<file path="src/rtl/stream_demux_pkg.sv">
// Shared types and constants for the stream demultiplexer.
// Optional per-channel beat counters: STREAM_DEMUX_STATS_EN.
package stream_demux_pkg;

    typedef enum logic [1:0] {
        IDLE  = 2'd0,
        ROUTE = 2'd1,
        DROP  = 2'd2
    } state_e;

    localparam int STAT_W = 16;
    localparam int MAX_CH = 16;

    // Counter step that sticks at all-ones instead of wrapping.
    function automatic logic [STAT_W-1:0] sat_inc(input logic [STAT_W-1:0] v);
        return (&v) ? v : v + 1'b1;
    endfunction

endpackage

</file>
<file path="src/rtl/stream_demux_slot.sv">
// One output channel: single-entry register stage plus optional
// beat counter (present only with STREAM_DEMUX_STATS_EN).
module stream_demux_slot
    import stream_demux_pkg::*;
#(
    parameter int DATA_W = 8
) (
    input  logic              clk,
    input  logic              rst,
    input  logic              load,
    input  logic [DATA_W-1:0] ld_data,
    input  logic              ld_last,
    input  logic              out_ready,
    output logic [DATA_W-1:0] out_data,
    output logic              out_last,
    output logic              out_valid,
    output logic [STAT_W-1:0] stat_cnt
);

    logic [DATA_W-1:0] data_q, data_d;
    logic              last_q, last_d;
    logic              valid_q, valid_d;

    // Load wins over drain so a beat can replace the one leaving.
    always_comb begin
        data_d  = data_q;
        last_d  = last_q;
        valid_d = valid_q;
        if (load) begin
            data_d  = ld_data;
            last_d  = ld_last;
            valid_d = 1'b1;
        end else if (out_ready) begin
            valid_d = 1'b0;
        end
    end

    // Register stage; reset discards any buffered beat.
    always_ff @(posedge clk) begin
        if (rst) begin
            data_q  <= '0;
            last_q  <= 1'b0;
            valid_q <= 1'b0;
        end else begin
            data_q  <= data_d;
            last_q  <= last_d;
            valid_q <= valid_d;
        end
    end

    assign out_data  = data_q;
    assign out_last  = last_q;
    assign out_valid = valid_q;

`ifdef STREAM_DEMUX_STATS_EN
    logic [STAT_W-1:0] cnt_q, cnt_d;

    // Count every beat routed here; saturate rather than wrap.
    always_comb begin
        cnt_d = cnt_q;
        if (load) begin
            cnt_d = sat_inc(cnt_q);
        end
    end

    // Counter clears only on reset.
    always_ff @(posedge clk) begin
        if (rst) begin
            cnt_q <= '0;
        end else begin
            cnt_q <= cnt_d;
        end
    end

    assign stat_cnt = cnt_q;
`else
    assign stat_cnt = '0;
`endif

endmodule

</file>
<file path="src/rtl/stream_demux.sv">
// Registered 1:N packet demultiplexer with channel lock per packet.
// Build option: STREAM_DEMUX_STATS_EN enables per-channel counters.
module stream_demux
    import stream_demux_pkg::*;
#(
    parameter int DATA_W = 8,
    parameter int NUM_CH = 4,
    parameter int SEL_W  = $clog2(NUM_CH)
) (
    input  logic                     clk,
    input  logic                     rst,
    input  logic [DATA_W-1:0]        in_data,
    input  logic [SEL_W-1:0]         in_sel,
    input  logic                     in_last,
    input  logic                     in_valid,
    output logic                     in_ready,
    output logic [NUM_CH*DATA_W-1:0] out_data,
    output logic [NUM_CH-1:0]        out_last,
    output logic [NUM_CH-1:0]        out_valid,
    input  logic [NUM_CH-1:0]        out_ready,
    output logic                     err,
    output logic [NUM_CH*STAT_W-1:0] stat_cnt
);

    state_e           state_q, state_d;
    logic [SEL_W-1:0] cur_ch_q, cur_ch_d;
    logic             err_q, err_d;

    logic [SEL_W-1:0] eff_ch;
    logic             sel_bad;
    logic             acc;
    logic             route;

    // Channel select, ready mux and accept decode.
    always_comb begin
        eff_ch   = (state_q == IDLE) ? in_sel : cur_ch_q;
        sel_bad  = (state_q == IDLE) && (int'(in_sel) >= NUM_CH);
        in_ready = 1'b1;
        if (!sel_bad && state_q != DROP && int'(eff_ch) < NUM_CH) begin
            in_ready = !out_valid[eff_ch] || out_ready[eff_ch];
        end
        acc   = in_valid && in_ready;
        route = acc && !sel_bad && (state_q != DROP);
    end

    // Packet FSM: lock channel on first beat, release on last.
    always_comb begin
        state_d  = state_q;
        cur_ch_d = cur_ch_q;
        err_d    = 1'b0;
        unique case (state_q)
            IDLE: begin
                if (acc) begin
                    if (sel_bad) begin
                        err_d = 1'b1;
                        if (!in_last) state_d = DROP;
                    end else if (!in_last) begin
                        state_d  = ROUTE;
                        cur_ch_d = in_sel;
                    end
                end
            end
            ROUTE, DROP: begin
                if (acc && in_last) state_d = IDLE;
            end
            default: state_d = IDLE;
        endcase
    end

    // FSM state and registered error pulse.
    always_ff @(posedge clk) begin
        if (rst) begin
            state_q  <= IDLE;
            cur_ch_q <= '0;
            err_q    <= 1'b0;
        end else begin
            state_q  <= state_d;
            cur_ch_q <= cur_ch_d;
            err_q    <= err_d;
        end
    end

    assign err = err_q;

    for (genvar k = 0; k < NUM_CH; k++) begin : g_slot
        logic load;
        assign load = route && (eff_ch == SEL_W'(k));

        stream_demux_slot #(
            .DATA_W (DATA_W)
        ) u_slot (
            .clk       (clk),
            .rst       (rst),
            .load      (load),
            .ld_data   (in_data),
            .ld_last   (in_last),
            .out_ready (out_ready[k]),
            .out_data  (out_data[k*DATA_W +: DATA_W]),
            .out_last  (out_last[k]),
            .out_valid (out_valid[k]),
            .stat_cnt  (stat_cnt[k*STAT_W +: STAT_W])
        );
    end

endmodule

</file>
<file path="config.mk">
export PLATFORM = sky130hd
export DESIGN_NAME = stream_demux
export DESIGN_NICKNAME = d
export VERILOG_FILES = /design/src/rtl/stream_demux_pkg.sv /design/src/rtl/stream_demux_slot.sv /design/src/rtl/stream_demux.sv
export SDC_FILE = /design/constraint.sdc
export NUM_CORES = 1
export LEC_CHECK = 0
export CAP_MARGIN = 15
export CORE_ASPECT_RATIO = 1.75
export CORE_UTILIZATION = 40
export DETAILED_ROUTE_END_ITERATION = 12
export DONT_BUFFER_PORTS = 1
export PLACE_DENSITY = 0.55
export SLEW_MARGIN = 20
export SYNTH_ARGS = -nofsm -noshare
export SYNTH_HDL_FRONTEND = slang
export SYNTH_HIERARCHICAL = 1
export SYNTH_SLANG_ARGS = --single-unit
</file>
<file path="constraint.sdc">
create_clock -name clk -period 2.9 [get_ports clk]
set_input_delay 0.29 -clock clk [delete_from_list [all_inputs] [get_ports clk]]
set_output_delay 0.29 -clock clk [all_outputs]
set_load 0.01 [all_outputs]
</file>
* Word level (Yosys, flattened, before mapping)
Index checks and enable logic that the tools add are counted.
** Storage, ports and cells
- Register bits after elaboration :: 44
- Bits of input ports :: 18
- Output and inout port bits :: 106
- Word-level logic and storage cells :: 61
** Cells by class
- Magnitude comparators :: 1
- Equal/unequal tests :: 9
- Mux-type cells :: 18
- Bitwise logic cells :: 1
- Reduce and logical (&&, ||, !) cells :: 18
** Operators by type and width (count)
- $mux 1 :: 11
- $mux 2 :: 4
- $ne 2x2->1 const B :: 4
- $reduce_bool 2->1 :: 4
- $logic_and 1x1->1 :: 7
- $eq 2x2->1 const B :: 3
- $reduce_and 3->1 :: 2
- $bmux 1 s2 :: 2
- $eq 2x1->1 const B :: 2
- $logic_not 2->1 :: 2
- $pmux 2 s2 :: 1
- $lt 2x3->1 const B :: 1
- $reduce_or 2->1 :: 1
- $logic_not 1->1 :: 1
- $logic_or 1x1->1 :: 1
- $not 1->1 :: 1

* Depth between registers and ports, before layout
Gate-level depths: netlist (run 1).
- Word-level depth :: 11
- Mapped depth :: 7

* By module
Netlist (run 1), hierarchy kept.
** Modules (own cells, without submodules)
- stream_demux_slot :: instances 4, cells each 50, area each 479.2 µm², seq. area each 200.2 µm²
- stream_demux :: instances 1, cells each 34, area each 280.3 µm², seq. area each 60.1 µm²

* Worst setup path after synthesis (run 1)
No wires, ideal clock.
- Kind :: flip-flop to flip-flop
- Start point :: register state_q[0]
- End point :: register g_slot[1].u_slot.data_q[0]
- Arrival time :: 1.675 ns
- Slack :: 1.107 ns
- Cell stages (with the launch flop) :: 7
- Clock period less this slack :: 1.793 ns
- Cell sequence :: dfxtp_1 -> mux2_4 -> a311o_2 -> nor2_1 -> buf_6 -> mux2i_1 -> nor2_1
** Between the ends
- Word-level cells in the longest chain between the ends :: 10
- Elaborated cells between the ends (all ways) :: 14
- Classes of those cells :: eq/ne: 2; mux: 6; reduce/logical: 6
** RTL lines
- from (decl) :: RTL line stream_demux.sv:25 : state_e state_q, state_d;
- from (signal assigned) :: RTL line stream_demux.sv:77 : state_q <= state_d;
- $logic_not 2->1 :: RTL line stream_demux.sv:36 : eff_ch = (state_q == IDLE) ? in_sel : cur_ch_q;
- $mux 2 :: RTL line stream_demux.sv:36
- $bmux 1 s2 :: RTL line stream_demux.sv:40 : in_ready = !out_valid[eff_ch] || out_ready[eff_ch];
- $mux 1 (implied by the code) :: RTL line stream_demux.sv:40
- $logic_not 1->1 :: RTL line stream_demux.sv:40
- $logic_or 1x1->1 :: RTL line stream_demux.sv:40
- $mux 1 :: RTL line stream_demux.sv:39 : if (!sel_bad && state_q != DROP && int'(eff_ch) < NUM_CH) begin
- $logic_and 1x1->1 :: RTL line stream_demux.sv:42 : acc = in_valid && in_ready;
- $logic_and 1x1->1 :: RTL line stream_demux.sv:43 : route = acc && !sel_bad && (state_q != DROP);
- $logic_and 1x1->1 * :: RTL line stream_demux.sv:87 : assign load = route && (eff_ch == SEL_W'(k));
- via g_slot[1].load :: RTL line stream_demux.sv:86 : logic load;
- to (signal assigned) :: RTL line stream_demux_slot.sv:45 : data_q <= data_d;
- to (decl) :: RTL line stream_demux_slot.sv:20 : logic [DATA_W-1:0] data_q, data_d;
Mark *: on every way through the listed nets, which the timed path passes. The rest lies on a longest branch. The select of a mux whose other input is x is not followed.
A chain may end at the register's enable or synchronous reset.

* Worst setup path in the final report (run 1)
- Start point :: register state_q[0]
- End point :: register g_slot[0].u_slot.data_q[4]
** Between the ends
- Word-level cells in the longest chain between the ends :: 10
- Elaborated cells between the ends (all ways) :: 14
- Classes of those cells :: eq/ne: 1; mux: 6; reduce/logical: 7
** RTL lines (RTL line)
- $logic_not 2->1 :: stream_demux.sv:36
- $mux 2 :: stream_demux.sv:36
- $bmux 1 s2 :: stream_demux.sv:40
- $mux 1 (implied by the code) :: stream_demux.sv:40
- $logic_not 1->1 :: stream_demux.sv:40
- $logic_or 1x1->1 :: stream_demux.sv:40
- $mux 1 :: stream_demux.sv:39
- $logic_and 1x1->1 :: stream_demux.sv:42
- $logic_and 1x1->1 :: stream_demux.sv:43
- $logic_and 1x1->1 * :: stream_demux.sv:87
- via g_slot[0].load :: stream_demux.sv:86
- to (signal assigned) :: stream_demux_slot.sv:45
- to (decl) :: stream_demux_slot.sv:20
Marked as above.

==> results.md, run 1 <==
- Status: complete, but fails checks
- Failing checks: DRC
- Worst hold path depth: 1
- CP endpoint kind: flip-flop
- FF/Latch Area: around 860 um2
- Max Clk Rate: just under 500 MHz
- CP max FO: 6
- Post-layout net count: 250
- Synthesized cell area: roughly 2200 um2
- Detailed Place HPWL: 2.82 mm
- Hold Buf Count CTS: 0
- Largest family of logic cells by synthesized area: buffers and inverters
- Port Buffer Count: 0
- Num ports: 124
- Drt wl/cell: about 13 um
- Fin crit share: 71.8%
- Sequential share of the synthesized area: between 30% and 40%
- Sequential share of power: slightly above 50%
- Yosys warning count: 6
- Post-CTS resize count: 0
- Clock group share of total power: a little under two fifths
- Setup Crit Path Kind: flip-flop to flip-flop
- Clk sink count: 43
- Post-synth top area share: about 39%
- Filler cells: about 540
- Gr usage total: between 10% and 20%
- Combinational power share: 10.4%
- Worst-path clk slew: approximately 0.080 ns
- Post-synthesis compound-gate area fraction: under 10%
- Commonest cells post-synth: buf_4 (65), dfxtp_1 (43), nor2_1 (42)
- Yosys reg bits: 43
- Final Hold Vio Count: 0
- CTS H-tree lvls: 2
- Synth Area in XOR/XNOR: 0%
- Setup TNS: 0 ns
- CTS tree: done
- Antenna Cells: 0
- Die ar.: roughly 5800 um2
- Peak supply drop: 0.389 mV
- DRT Pass-1 Iters: 10
- Row cnt: 35
- Setup Skew: 0.00300 ns
- Tot Pwr: around 1.3 mW
- Gpl congestion: 0.692
- First-pass GRT wire length: 5.82 mm
- Hold Path Class: primary input to flip-flop
- Sw frac: 25.3%
- Iter 0 DRT Violations: 27
- Grt total ovfl: 0
- Post-Synthesis Cells: between 200 and 250
- Most common cell in the netlist: buf_4
- Clock buffer depth: 2
- Via density: about 4.4
- Initial Util: a little over two fifths
- Initial antenna violation count: 0
- Hold Crit Start: rst
- Die height: 100 um
- Post-synthesis async set-or-reset flop share: 0%
- Post-CTS setup buffers: 0
- Clk Latency, worst-skew pair: around 0.29 ns
- Max-cap violations: 0
- Power Internal: 943 uW
- Hold path endpoint: g_slot[1].u_slot/out_last
- Worst flop-to-flop path startpoint: state_q[0]
- Setup violators final: 0
- CTS Buf Count: 5
- Critical Path RT: a little over 3 ns
- Total number of vias: approximately 1,300
- R2r endpoint: g_slot[0].u_slot/out_data[4]
- Post-synth EDFFs: 0
- Crit start category: flip-flop
- Area of the multi-input gates: 982 um2
- Top cell type by total area after synthesis: dfxtp_1
- Main flop type after synthesis: dfxtp_1
- Multiplexer area fraction after synthesis: between 10% and 20%
- Core box area: between 5000 and 6000 um2
- Fin crit period: ~2.1 ns
- Cell variety after synth: 20
- Fraction of layout cells with a size suffix above 1: between 7 and 8%
- Sw Pwr: 318 uW
- LEAKAGE: 0.890 nW
- CP arrival: between 2 and 2.5 ns
- Pwr Density: slightly above 600 nW/um2
- Vias in the first global route: between 1,000 and 1,500
- Register-to-Register Path Depth: 7
- Syn avg cell area: between 9 and 10 um2
- Root Driver: clkbuf_8
- Largest net degree at the start of global routing: between 40 and 50
- Die width: 58.0 um
- Unrepaired setup endpoints after global routing: no
- Adder-cell share of the synthesized area: 0%
- Max Slew Vio Count: 0
- Synth area leaders: dfxtp_1 (39%), buf_4 (22%), mux2i_1 (18%)
- Reg2Reg Setup Slack: ~0.82 ns
- Synth Area in Simple Gates: 11.1%
- DRC Markers: 6
- Final ANT Viol Nets: 0
- Total Wirelength: 3.87 mm
- Area delta synth->final: -5.07%
## cell usage in the layout (no fill, tap or decap)
cell,instances
conb_1,65
nor2b_1,1
nand2_1,4
nand2b_1,8
inv_1,7
clkinv_2,1
bufinv_16,1
clkbuf_8,6
nor3b_1,1
a21oi_1,4
nand3b_1,1
dfxtp_1,43
buf_4,4
mux2_4,1
mux2_1,1
a311o_2,1
a21boi_2,1
a21oi_2,1
o311ai_4,1
nor2_1,42
mux2i_1,39
## worst max-delay path: stages (launching register included)
cell and delay (ns):
dfxtp_1 0.40, mux2_4 0.36, nand3b_1 0.15, o311ai_4 0.15, nor2_1 0.41, buf_4 0.26
mux2i_1 0.20, nor2_1 0.06
## final cells by class
type,instances,share of cell area (%)
clock inverter,2,1.68
tap,55,3.30
sequential,43,41.3
clock buffer,6,3.96
multi-input combinational,171,47.1
timing repair buffer,4,1.44
inverter,7,1.26
## cell families (layout without fill, tap and decap cells)
kind of cell           after synthesis  in the layout
AO/OA/AOI/OAI                        8              8
buffers and inverters               80             19
flip-flops                          43             43
multiplexers                        41             41
other                                5             65
AND/OR/NAND/NOR                     57             57
## routing by layer
layer | global-route usage [%] | vias up | share of wire (%)
met5 | 0 | - | 0
met4 | 6.59 | 0 | 2.0
met3 | 4.12 | 5 | 9.5
met2 | 23.7 | 78 | 52
met1 | 13.7 | 562 | 36
li1 | - | 609 | -
## flip-flops by register name, summed over array words and instances (netlist names)
register                 cells
g_slot.u_slot/out_valid      4
state_q                      1
g_slot.u_slot/out_data      32
g_slot.u_slot/out_last       4
cur_ch_q                     2
## worst max-delay path by stage
stage | depth (start not counted) | slack (ns) | to | start
after global placement | 7 | 0.89 | g_slot[0].u_slot/out_data[4] | state_q[0]
after global routing | 7 | 0.65 | g_slot[0].u_slot/out_data[6] | state_q[0]
after floorplan | 6 | 1.11 | g_slot[1].u_slot/out_data[0] | state_q[0]
final | 7 | 0.82 | g_slot[0].u_slot/out_data[4] | state_q[0]
after detailed placement | 7 | 0.82 | g_slot[0].u_slot/out_last | state_q[0]
after CTS | 7 | 0.82 | g_slot[0].u_slot/out_data[4] | state_q[0]
## stage by stage
step	instances	hold slack (ns)	cell area [um2]	setup slack (ns)	util (%)
6_report	288	0.0624	2090	0.817	39.7
3_5_place_dp	280	0.368	1970	0.823	37.5
5_1_grt	288	0.0466	2090	0.649	39.7
2_1_floorplan	294	0.437	2420	1.11	-
4_1_cts	288	0.0521	2090	0.816	39.7
3_3_place_gp	280	0.366	1970	0.894	37.5
## power by group through the flow
stage / logic [mW] / registers [mW] / clock network [mW]
3_3_place_gp: 0.130 / 0.662 / 0
2_1_floorplan: 0.194 / 0.655 / 0
3_5_place_dp: 0.131 / 0.662 / 0
5_1_grt: 0.149 / 0.651 / 0.516
6_report: 0.131 / 0.647 / 0.483
4_1_cts: 0.132 / 0.648 / 0.500
No activity file was read; power rests on OpenSTA's default activity.
==> inputs of run 2 (changes only) <==
==> constraint.sdc (replaced) <==
create_clock -name clk -period 2.1 [get_ports clk]
set_input_delay 0.21 -clock clk [delete_from_list [all_inputs] [get_ports clk]]
set_output_delay 0.21 -clock clk [all_outputs]
set_load 0.01 [all_outputs]
==> run 2 against run 1 <==
The run still ends with DRC left. Die area stayed put. Worst setup slack got worse by 0.61 ns. Maximum frequency increased by 10%. Critical path depth down 1. First-iteration DRC count increased by 3.7%. Via count about the same. Non-clock buffer count grew 3. Clock power rose by 29%. Critical endpoint is now g_slot[3].u_slot/out_data[7]. Largest cell class unchanged. Largest power group unchanged. Highest routed layer unchanged.
==> results.md, run 2 (synthesis results as in run 1) <==
- Reg2Reg Setup Slack: 0.21 ns (-0.61 ns)
- Vias in the first global route: 1,145 (+1.6%)
- Setup Crit Path Kind: flip-flop to flip-flop
- Tot Pwr: 1.72 mW (+36%)
- Setup TNS: 0 ns (unchanged)
- Detailed Place HPWL: 2.80 mm (-0.54%)
- Largest net degree at the start of global routing: 41 (-13%)
- Clk sink count: 43 (unchanged)
- Area delta synth->final: -3.93%
- CTS tree: done
- Gr usage total: 13.7% (+0.35 points)
- Die height: 100 um (unchanged)
- Final ANT Viol Nets: 0 (unchanged)
- Unrepaired setup endpoints after global routing: no
- Fraction of layout cells with a size suffix above 1: 8.51% (+1.2 points)
- Worst-path clk slew: 0.08 ns (about the same)
- Pwr Density: 814 nW/um2 (+35%)
- Port Buffer Count: 0 (unchanged)
- Die ar.: 5800 um2 (unchanged)
- DRC Markers: 6 (unchanged)
- Fin crit period: 1.89 ns (-0.189 ns)
- Most frequent cells in the layout: conb_1 (65), nor2_1 (42), dfxtp_1 (42)
- Initial antenna violation count: 0 (unchanged)
- Register-to-Register Path Depth: 6 (-1)
- Peak supply drop: 0.502 mV (+29%)
- R2r endpoint: g_slot[3].u_slot/out_data[7]
- CTS Buf Count: 5 (unchanged)
- Clk Latency, worst-skew pair: 0.29 ns (about the same)
- Critical path launch point: state_q[0]
- Non-filler cells, final: 290 (+0.69%)
- Worst flop-to-flop path startpoint: state_q[0]
- Max Clk Rate: 528 MHz (+10%)
- Dpl cells: 282 (+0.71%)
- CP arrival: 2.08 ns (-0.19 ns)
- Worst setup margin: 0.206 ns (-0.611 ns)
- Failing checks: DRC
- Total number of vias: 1,253 (-0.080%)
- Clock buffer depth: 2 (unchanged)
- Hold Path Class: primary input to flip-flop
- CP max FO: 6 (unchanged)
- Fin crit share: 90.2% (+18 points)
- Filler cells: 552 (+1.5%)
- Post-DP Area: 1980 um2 (+0.76%)
- Setup violators final: 0 (unchanged)
- Num ports: 124 (unchanged)
- Max FFs per register: 32 (unchanged)
- Iter 0 DRT Violations: 28 (+3.7%)
- FF/Latch Area: 862 um2 (+0.15%)
- Commonest non-fill, non-tap cell in the layout: conb_1
- LEAKAGE: 0.899 nW (+1.1%)
- CTS H-tree lvls: 2 (unchanged)
- Final Hold Vio Count: 0 (unchanged)
- Initial Util: 41.8% (unchanged)
- DRT Pass-1 Iters: 9 (-1)
- Via density: 4.32 (-0.77%)
- Antenna Cells: 0 (unchanged)
- Setup Skew: 0.00665 ns (+0.00365 ns)
- Hold WS: 0.0654 ns (+0.00304 ns)
- Area of the multi-input gates: 982 um2 (unchanged)
- Status: complete, but fails checks
- Post-layout net count: 253 (+1.2%)
- Critical Path RT: 2.29 ns (-0.80 ns)
- Root Driver: clkbuf_8
- Total Wirelength: 3.80 mm (-1.7%)
- Row cnt: 35 (unchanged)
- Setup WS pre-CTS: 0.160 ns (-0.663 ns)
- Max Slew Vio Count: 0 (unchanged)
- Die width: 58.0 um (unchanged)
- Post-Route Utilization: 40.2% (+0.48 points)
- Crit start category: flip-flop
- Finished Cell Area: 2110 um2 (+1.2%)
- Grt total ovfl: 0 (unchanged)
- Critical Path Sink: g_slot[3].u_slot/out_data[7]
- Drt wl/cell: 13.1 um (-2.4%)
- Core box area: 5260 um2 (unchanged)
- Gpl congestion: 0.723 (+4.4%)
- First-pass GRT wire length: 5.86 mm (+0.60%)
- CP endpoint kind: flip-flop
- Max-cap violations: 0 (unchanged)
-- run 2: worst max-delay path, stage by stage (launching register included) --
cell and delay, ns:
dfxtp_2 0.37, mux2_4 0.35, a311o_2 0.45, nor2_1 0.16
buf_4 0.21, mux2i_1 0.19, nor2_1 0.05
-- run 2: power breakdown --
part,switching [mW],internal [mW],total (mW)
Combinational,0.129,0.0718,0.201
Clock,0.277,0.347,0.624
Sequential,0.0419,0.852,0.894
Total,0.448,1.27,1.72
-- run 2: worst min-delay path by stage --
stage	startpoint	end	slack, ns	depth (start not counted)
2_1_floorplan	in_data[0]	g_slot[0].u_slot/out_data[0]	0.36	2
3_3_place_gp	rst	g_slot[0].u_slot/out_valid	0.29	1
3_5_place_dp	rst	g_slot[0].u_slot/out_valid	0.29	1
4_1_cts	in_data[2]	g_slot[3].u_slot/out_data[2]	0.06	2
5_1_grt	in_data[7]	g_slot[2].u_slot/out_data[7]	0.05	2
6_report	in_data[5]	g_slot[3].u_slot/out_data[5]	0.07	2
-- run 2: what timing repair did --
| action | CTS | global route |
|---|---|---|
| hold endpoints to repair | 40 | 0 |
| hold buffers | 1 | 0 |
| endpoints found under the setup margin | 0 | 2 |
| setup buffers | 0 | 0 |
| resized for setup | 0 | 1 |
-- run 2: area by class of cell --
type                       instances  area share, %
multi-input combinational        171           46.5
inverter                           7           1.24
sequential                        43           40.8
clock buffer                       5           3.26
timing repair buffer               7           3.08
clock inverter                     2           1.78
tap                               55           3.26
-- run 2: metal layers --
layer  vias up  part of all wire (%)  global-route usage [%]
li1        610                     -                       -
met1       560                    33                    13.2
met2        77                    53                    24.0
met3         6                    11                    5.67
met4         0                   2.3                    7.33
met5         -                     0                       0
